<file path="config.mk">
export PLATFORM = sky130hd
export DESIGN_NAME = mdu
export DESIGN_NICKNAME = d
export VERILOG_FILES = /design/src/rtl/mdu_pkg.sv /design/src/rtl/mdu_fixup.sv /design/src/rtl/mdu.sv
export SDC_FILE = /design/constraint.sdc
export NUM_CORES = 1
export LEC_CHECK = 0
export ABC_CLOCK_PERIOD_IN_PS = 5070
export BUFFER_PORTS_ARGS = -buffer_cell sky130_fd_sc_hd__buf_2
export CAP_MARGIN = 20
export CELL_PAD_IN_SITES_DETAIL_PLACEMENT = 1
export CELL_PAD_IN_SITES_GLOBAL_PLACEMENT = 1
export CORE_MARGIN = 2
export CORE_UTILIZATION = 40
export CTS_BUF_LIST = sky130_fd_sc_hd__clkbuf_8
export CTS_CLUSTER_DIAMETER = 30
export DETAILED_ROUTE_END_ITERATION = 6
export HOLD_SLACK_MARGIN = 0.15
export PLACE_DENSITY_LB_ADDON = 0.1
export SETUP_SLACK_MARGIN = 0.3
export SLEW_MARGIN = 40
export SYNTH_ARGS = -nofsm -noshare
export SYNTH_HDL_FRONTEND = slang
export SYNTH_HIERARCHICAL = 1
export SYNTH_SLANG_ARGS = --single-unit
</file>
<file path="constraint.sdc">
create_clock -name clk_i -period 5.07 [get_ports clk_i]
set_clock_uncertainty 0.05 [all_clocks]
set_input_delay 0.507 -clock clk_i [delete_from_list [all_inputs] [get_ports clk_i]]
set_output_delay 0.507 -clock clk_i [all_outputs]
set_load 0.005 [all_outputs]
</file>
<file path="src/rtl/mdu_pkg.sv">
`default_nettype none
// ============================================================================
// Module      : mdu_pkg
// Description : Shared RV32M funct3 encodings, MDU state encodings and timing.
// Revision    : 1.0 - initial release
// ============================================================================
package mdu_pkg;

   localparam logic [2:0] c_OP_MUL    = 3'b000;
   localparam logic [2:0] c_OP_MULH   = 3'b001;
   localparam logic [2:0] c_OP_MULHSU = 3'b010;
   localparam logic [2:0] c_OP_MULHU  = 3'b011;
   localparam logic [2:0] c_OP_DIV    = 3'b100;
   localparam logic [2:0] c_OP_DIVU   = 3'b101;
   localparam logic [2:0] c_OP_REM    = 3'b110;
   localparam logic [2:0] c_OP_REMU   = 3'b111;

   typedef logic [1:0] state_t;
   localparam state_t c_ST_IDLE = 2'd0;
   localparam state_t c_ST_CALC = 2'd1;
   localparam state_t c_ST_DONE = 2'd2;

   // Start-to-done latency in cycles; one iteration per CALC cycle.
   localparam int unsigned c_LATENCY = 33;
   localparam int unsigned c_ITERS   = c_LATENCY - 1;

endpackage : mdu_pkg
`default_nettype wire

</file>
<file path="src/rtl/mdu_fixup.sv">
`default_nettype none
// ============================================================================
// Module      : mdu_fixup
// Description : Sign restoration and special-case result selection at DONE.
// Revision    : 1.0 - initial release
// ============================================================================
module mdu_fixup
   import mdu_pkg::*;
(
   input  logic [2:0]  i_op,
   input  logic [63:0] i_acc,
   input  logic        i_s0,
   input  logic        i_s1,
   input  logic        i_dz,
   output logic [31:0] o_res
);

   logic [63:0] w_prod;
   logic [31:0] w_quo;
   logic [31:0] w_rem;

   always_comb begin
      w_prod = (i_s0 ^ i_s1) ? (~i_acc + 64'd1) : i_acc;
      w_quo  = (i_s0 ^ i_s1) ? (~i_acc[31:0] + 32'd1) : i_acc[31:0];
      w_rem  = i_s0 ? (~i_acc[63:32] + 32'd1) : i_acc[63:32];
      o_res  = 32'd0;
      // Signed overflow needs no special case: |MIN|/1 re-signed positive is MIN, remainder 0.
      if (!i_op[2]) begin
         o_res = (i_op == c_OP_MUL) ? w_prod[31:0] : w_prod[63:32];
      end else if (!i_op[1]) begin
         o_res = i_dz ? 32'hFFFF_FFFF : w_quo;
      end else begin
         o_res = w_rem;
      end
   end

endmodule : mdu_fixup
`default_nettype wire

</file>
<file path="src/rtl/mdu.sv">
`default_nettype none
// ============================================================================
// Module      : mdu
// Description : Iterative RV32M multiply/divide unit, fixed 33-cycle latency.
// Revision    : 1.0 - initial release
// ============================================================================
module mdu
   import mdu_pkg::*;
(
   input  logic        clk_i,
   input  logic        rst_i,
   input  logic        start_i,
   input  logic        kill_i,
   input  logic [2:0]  op_i,
   input  logic [31:0] in0_i,
   input  logic [31:0] in1_i,
   output logic        busy_o,
   output logic        done_o,
   output logic [31:0] out_o
);

   state_t      r_state;
   state_t      w_next;
   logic [4:0]  r_cnt;
   logic [63:0] r_acc;
   logic [31:0] r_opd;
   logic [2:0]  r_op;
   logic        r_s0;
   logic        r_s1;
   logic        r_dz;
   logic [31:0] r_out;

   logic        w_accept;
   logic        w_last;
   logic        w_s0;
   logic        w_s1;
   logic [31:0] w_mag0;
   logic [31:0] w_mag1;
   logic [32:0] w_add;
   logic [32:0] w_sub;
   logic [63:0] w_step;
   logic [31:0] w_fix;

   assign w_accept = start_i & ~kill_i & (r_state != c_ST_CALC);
   assign w_last   = (r_cnt == 5'(c_ITERS - 1));

   // Effective operand signedness; MUL low word is sign-agnostic so it shares MULH's path.
   assign w_s0   = in0_i[31] & (op_i[2] ? ~op_i[0] : (op_i[1:0] != 2'b11));
   assign w_s1   = in1_i[31] & (op_i[2] ? ~op_i[0] : ~op_i[1]);
   assign w_mag0 = w_s0 ? (~in0_i + 32'd1) : in0_i;
   assign w_mag1 = w_s1 ? (~in1_i + 32'd1) : in1_i;

   assign w_add = {1'b0, r_acc[63:32]} + {1'b0, r_opd};
   assign w_sub = r_acc[63:31] - {1'b0, r_opd};

   // Multiply shifts right adding into the high half; divide shifts left restoring.
   always_comb begin
      w_step = r_acc;
      if (r_op[2]) begin
         w_step = w_sub[32] ? {r_acc[62:0], 1'b0} : {w_sub[31:0], r_acc[30:0], 1'b1};
      end else begin
         w_step = r_acc[0] ? {w_add, r_acc[31:1]} : {1'b0, r_acc[63:1]};
      end
   end

   always_ff @(posedge clk_i or posedge rst_i) begin
      if (rst_i) begin
         r_state <= c_ST_IDLE;
      end else begin
         r_state <= w_next;
      end
   end

   always_comb begin
      w_next = r_state;
      case (r_state)
         c_ST_IDLE: if (w_accept) w_next = c_ST_CALC;
         c_ST_CALC: if (w_last)   w_next = c_ST_DONE;
         c_ST_DONE: w_next = w_accept ? c_ST_CALC : c_ST_IDLE;
         default:   w_next = c_ST_IDLE;
      endcase
      if (kill_i) w_next = c_ST_IDLE;
   end

   always_comb begin
      busy_o = (r_state == c_ST_CALC);
      done_o = (r_state == c_ST_DONE) & ~kill_i;
      out_o  = done_o ? w_fix : r_out;
   end

   always_ff @(posedge clk_i or posedge rst_i) begin
      if (rst_i) begin
         r_cnt <= 5'd0;
         r_acc <= 64'd0;
         r_opd <= 32'd0;
         r_op  <= 3'd0;
         r_s0  <= 1'b0;
         r_s1  <= 1'b0;
         r_dz  <= 1'b0;
         r_out <= 32'd0;
      end else begin
         if (done_o) r_out <= w_fix;
         if (w_accept) begin
            r_op  <= op_i;
            r_s0  <= w_s0;
            r_s1  <= w_s1;
            r_dz  <= (in1_i == 32'd0);
            r_opd <= op_i[2] ? w_mag1 : w_mag0;
            r_acc <= {32'd0, op_i[2] ? w_mag0 : w_mag1};
            r_cnt <= 5'd0;
         end else if ((r_state == c_ST_CALC) && !kill_i) begin
            r_acc <= w_step;
            r_cnt <= r_cnt + 5'd1;
         end
      end
   end

   mdu_fixup u_fixup (
      .i_op  (r_op),
      .i_acc (r_acc),
      .i_s0  (r_s0),
      .i_s1  (r_s1),
      .i_dz  (r_dz),
      .o_res (w_fix)
   );

endmodule : mdu
`default_nettype wire

</file>
==> impl_metrics.py <==
metrics = {
    "status": {
        "run_status": "complete, no violations",
    },
    "finish": {
        "layout_overhead_on_the_synthesized_area_pct": 9.42,
        "layout-drive-gt1-share_pct": 13.3,
        "num-nets-final": 2092,
        "fillerInstances": 4545,
        "final_core_util_pct": 44.4,
    },
    "power": {
        "power.share.combinational_pct": 63.0,
        "power.static_leakage_nw": 7.07,
        "switching_share_of_total_power_pct": 53.4,
        "power_dissipated_by_switching_net_loads_mw": 4.05,
        "irDropWorstVdd_mv": 0.184,
        "power_report.internal_total_mw": 3.53,
        "power_frac_seq_pct": 24.0,
        "power.share.clock_pct": 12.9,
        "cellPowerDensity_mw_per_mm2": 466,
    },
    "sta": {
        "max_slew_margin_pct": 41.0,
        "worst-slew-pin-transition_ns": 0.872,
        "unrepaired_setup_endpoints_after_global_routing": "yes",
        "setup_viol_count_final": 0,
        "achievable-frequency_ghz": 0.215,
        "final.period_utilization_pct": 91.7,
        "final.setup.tns_ns": 0,
        "final_hold_viol_count": 0,
        "fin_crit_ns": 4.65,
        "finalMaxSlewViolations": 0,
    },
    "setup_path": {
        "critPathKind": "reg -> out",
        "ff2ff_setup_slack_ns": 0.83,
        "critical_path.most_common_cell": "a31o_2",
        "cp_cell_sequence": "inv_1 > ha_1 > nor3b_2 > nand4_1 > or3_1 > a31o_2 > a31o_2 > a211oi_1 > mux2_2 > buf_2",
        "slowest_cp_cell": "dfrtp_1",
        "setup.worst_path.start_class": "register",
        "r2r.worst_path.cells": 10,
        "cp_data_required_time_ns": 4.51,
        "timing.rr.end": "r_acc[42]",
        "crit_path_end_kind": "primary output",
        "crit_path_max_fanout": 10,
        "cp_slowest_stage_delay_ns": 0.56,
        "r2r-start": "r_acc[38]",
        "critical_path_arrival_ns": 4.09,
    },
    "logic_synthesis": {
        "yosysTopAreaCellShare_pct": 23.7,
        "synthArstFlopShare_pct": 100,
        "ys_warn_count": 6,
        "syn_area_sq_mm": 0.0149,
        "synth_commonest_cells": "nand2_1 (194), o21ai_0 (162), nor2_1 (161)",
        "dominantRegCellSynth": "dfrtp_1",
        "synth.most_common_cell": "nand2_1",
        "synth-edff-count": 0,
        "synth.area.top_cells": "dfrtp_1 (24%), xnor2_1 (6.1%), ha_1 (5.9%), o21ai_0 (5.5%), a21oi_1 (5.2%)",
        "postSynthCellCount": 1896,
        "synth-seq-cells": 141,
        "ys_seq_area_share_pct": 23.7,
        "synth.avg_cell_area_sq_um": 7.84,
        "ys_types": 89,
        "yosysTopAreaCell": "dfrtp_1",
        "syn-num-nets": 2039,
    },
    "placed_design": {
        "detailed_place_hpwl_microns": 49400,
        "routabilityCongestion": 0.954,
        "port_buffer_count": 104,
    },
    "detailed_routing": {
        "drt_pass1_iterations": 5,
        "route.final.wire_length_microns": 62800,
        "residual_antenna_violating_net_count_after_detailed_routing": 0,
        "routedWlPerCell_microns": 25.8,
        "route.detailed.vias_per_inst": 6.41,
        "drt_first_iter_violations": 1090,
        "detail_route.drc_violations": 0,
        "dr_total_vias": 15600,
    },
    "grt": {
        "gr-max-usage-layer": "met2",
        "grt_antenna_before_repair": 3,
        "grt_max_degree": 107,
        "met1_resource_use_gr_pct": 41.8,
        "groute.usage.overall_pct": 32.6,
        "groute.layer.met3.usage_pct": 6.47,
        "grt_overflow_total": 0,
        "first_pass_grt_wire_length_microns": 95600,
        "global_route.usage.met2_pct": 52.7,
        "first_global_vias": 15800,
    },
    "clock_tree": {
        "cts.path.max_buffers": 2,
        "cts_made_buffers": 17,
        "clk-insertion-delay-late_ns": 0.51,
        "clk_transition_reported_paths_ns": 0.09,
        "clock_tree.root_cell": "clkbuf_8",
        "cts-htree-levels": 4,
        "cts_tree": "built",
        "clock-sinks": 141,
    },
    "hold_path": {
        "min-delay-path-class": "in -> reg",
        "min_to": "r_dz",
        "hold_path.startpoint": "in1_i[31]",
        "hold_path_depth": 2,
    },
    "run": {
        "max_cap_viols": 0,
    },
    "floorplanning": {
        "die-area_sq_mm": 0.0387,
        "die_h_microns": 197,
        "i_o_pin_total": 105,
        "die_width_microns": 197,
        "initial_core_util_pct": 40.6,
        "placement_rows": 70,
        "design.core.area_sq_mm": 0.0366,
    },
}
cell families after synthesis:
kind of cell,synth area share (%)
AO/OA/AOI/OAI,28.3
AND/OR/NAND/NOR,19.8
XOR/XNOR,10.4
buffers and inverters,5.03
flip-flops,23.7
multiplexers,6.65
adder cells (fa/ha/maj),6.16
cell usage in the layout, fill, tap and decap left out, types with 14 or more instances in the layout:
| master | n |
|---|---|
| nand2_1 | 194 |
| o21ai_0 | 162 |
| nor2_1 | 160 |
| a21oi_1 | 154 |
| dfrtp_1 | 140 |
| buf_2 | 103 |
| xnor2_1 | 102 |
| xor2_1 | 73 |
| ha_1 | 70 |
| inv_1 | 66 |
| mux2i_1 | 58 |
| nor3_1 | 43 |
| o221ai_1 | 36 |
| buf_4 | 36 |
| mux2_2 | 35 |
| a21o_1 | 33 |
| nor4_1 | 31 |
| nand3_1 | 30 |
| o211ai_1 | 27 |
| a211oi_1 | 27 |
| o31ai_1 | 24 |
| o41ai_1 | 23 |
| a31oi_1 | 22 |
| nand4_1 | 19 |
| clkbuf_8 | 19 |
| a221o_1 | 14 |
per-layer routing:
layer / vias up / wire length [microns]
li1: 7153 / -
met5: - / 13
met2: 467 / 28800
met1: 7822 / 27600
met3: 127 / 3540
met4: 2 / 2830
power by group through the flow:
stage	combinational (mW)	sequential (mW)	clock, mW
detailed placement	4.65	1.83	0
global placement	4.58	1.82	0
global route	5.20	1.85	1.05
finish	4.78	1.82	0.981
CTS	4.68	1.81	0.998
floorplan	3.33	1.59	0
how the worst max path moves through the flow:
stage          startpoint  cells after the start  slack (ns)         to
2_1_floorplan       rst_i                      1        0.73   r_acc[0]
3_3_place_gp    r_acc[38]                     10         1.0  r_acc[62]
3_5_place_dp    r_acc[38]                     10        0.94  r_acc[62]
4_1_cts         r_acc[33]                     10        0.48  out_o[22]
5_1_grt         r_acc[33]                     10        0.27  out_o[30]
6_report        r_acc[33]                     10        0.42  out_o[22]
per-stage QoR:
stage / instances / hold slack (ns) / area (sq um) / total power, mW / setup WS (ns)
after global placement: 2396 / 0.427 / 15800 / 6.40 / 0.997
after detailed placement: 2396 / 0.433 / 15800 / 6.48 / 0.935
after CTS: 2428 / 0.185 / 16200 / 7.49 / 0.478
after global routing: 2429 / 0.207 / 16300 / 8.09 / 0.274
after floorplan: 1896 / 0.425 / 14900 / 4.92 / 0.732
final: 2431 / 0.202 / 16300 / 7.58 / 0.420
area by class of cell:
class	count	area (sq um)	area share [%]
clock buffers	19	262	1.61
flip-flops and latches	141	3530	21.7
multi-input cells	1578	10700	65.5
clock inverters	12	136	0.838
well taps	468	586	3.60
inverters	69	264	1.62
repair buffers	142	827	5.08
diodes	2	5.00	0.0308
worst max-delay path, delay by kind of cell, from the launching register on:
kind	cells	cell delay (ns)
compound gates	3	0.74
fa+ha+maj	1	0.21
buf+inv	2	0.29
flops	1	0.56
mux	1	0.22
simple gates	3	1.58
state kept, by name, indices dropped and copies added, names as in the netlist:
signal and cells:
r_cnt 5, r_op 3, r_s1 1, r_out 32, r_opd 32, r_dz 1
r_acc 64, r_s0 1, r_state 2
timing repair:
action                                 in CTS  in global routing
setup buffers                               0                  0
setup endpoints to repair                   0                  3
endpoints found under the hold margin      67                  0
resized for setup                           0                  1
hold buffers                                1                  0
Power figures use the tool's default switching activity.
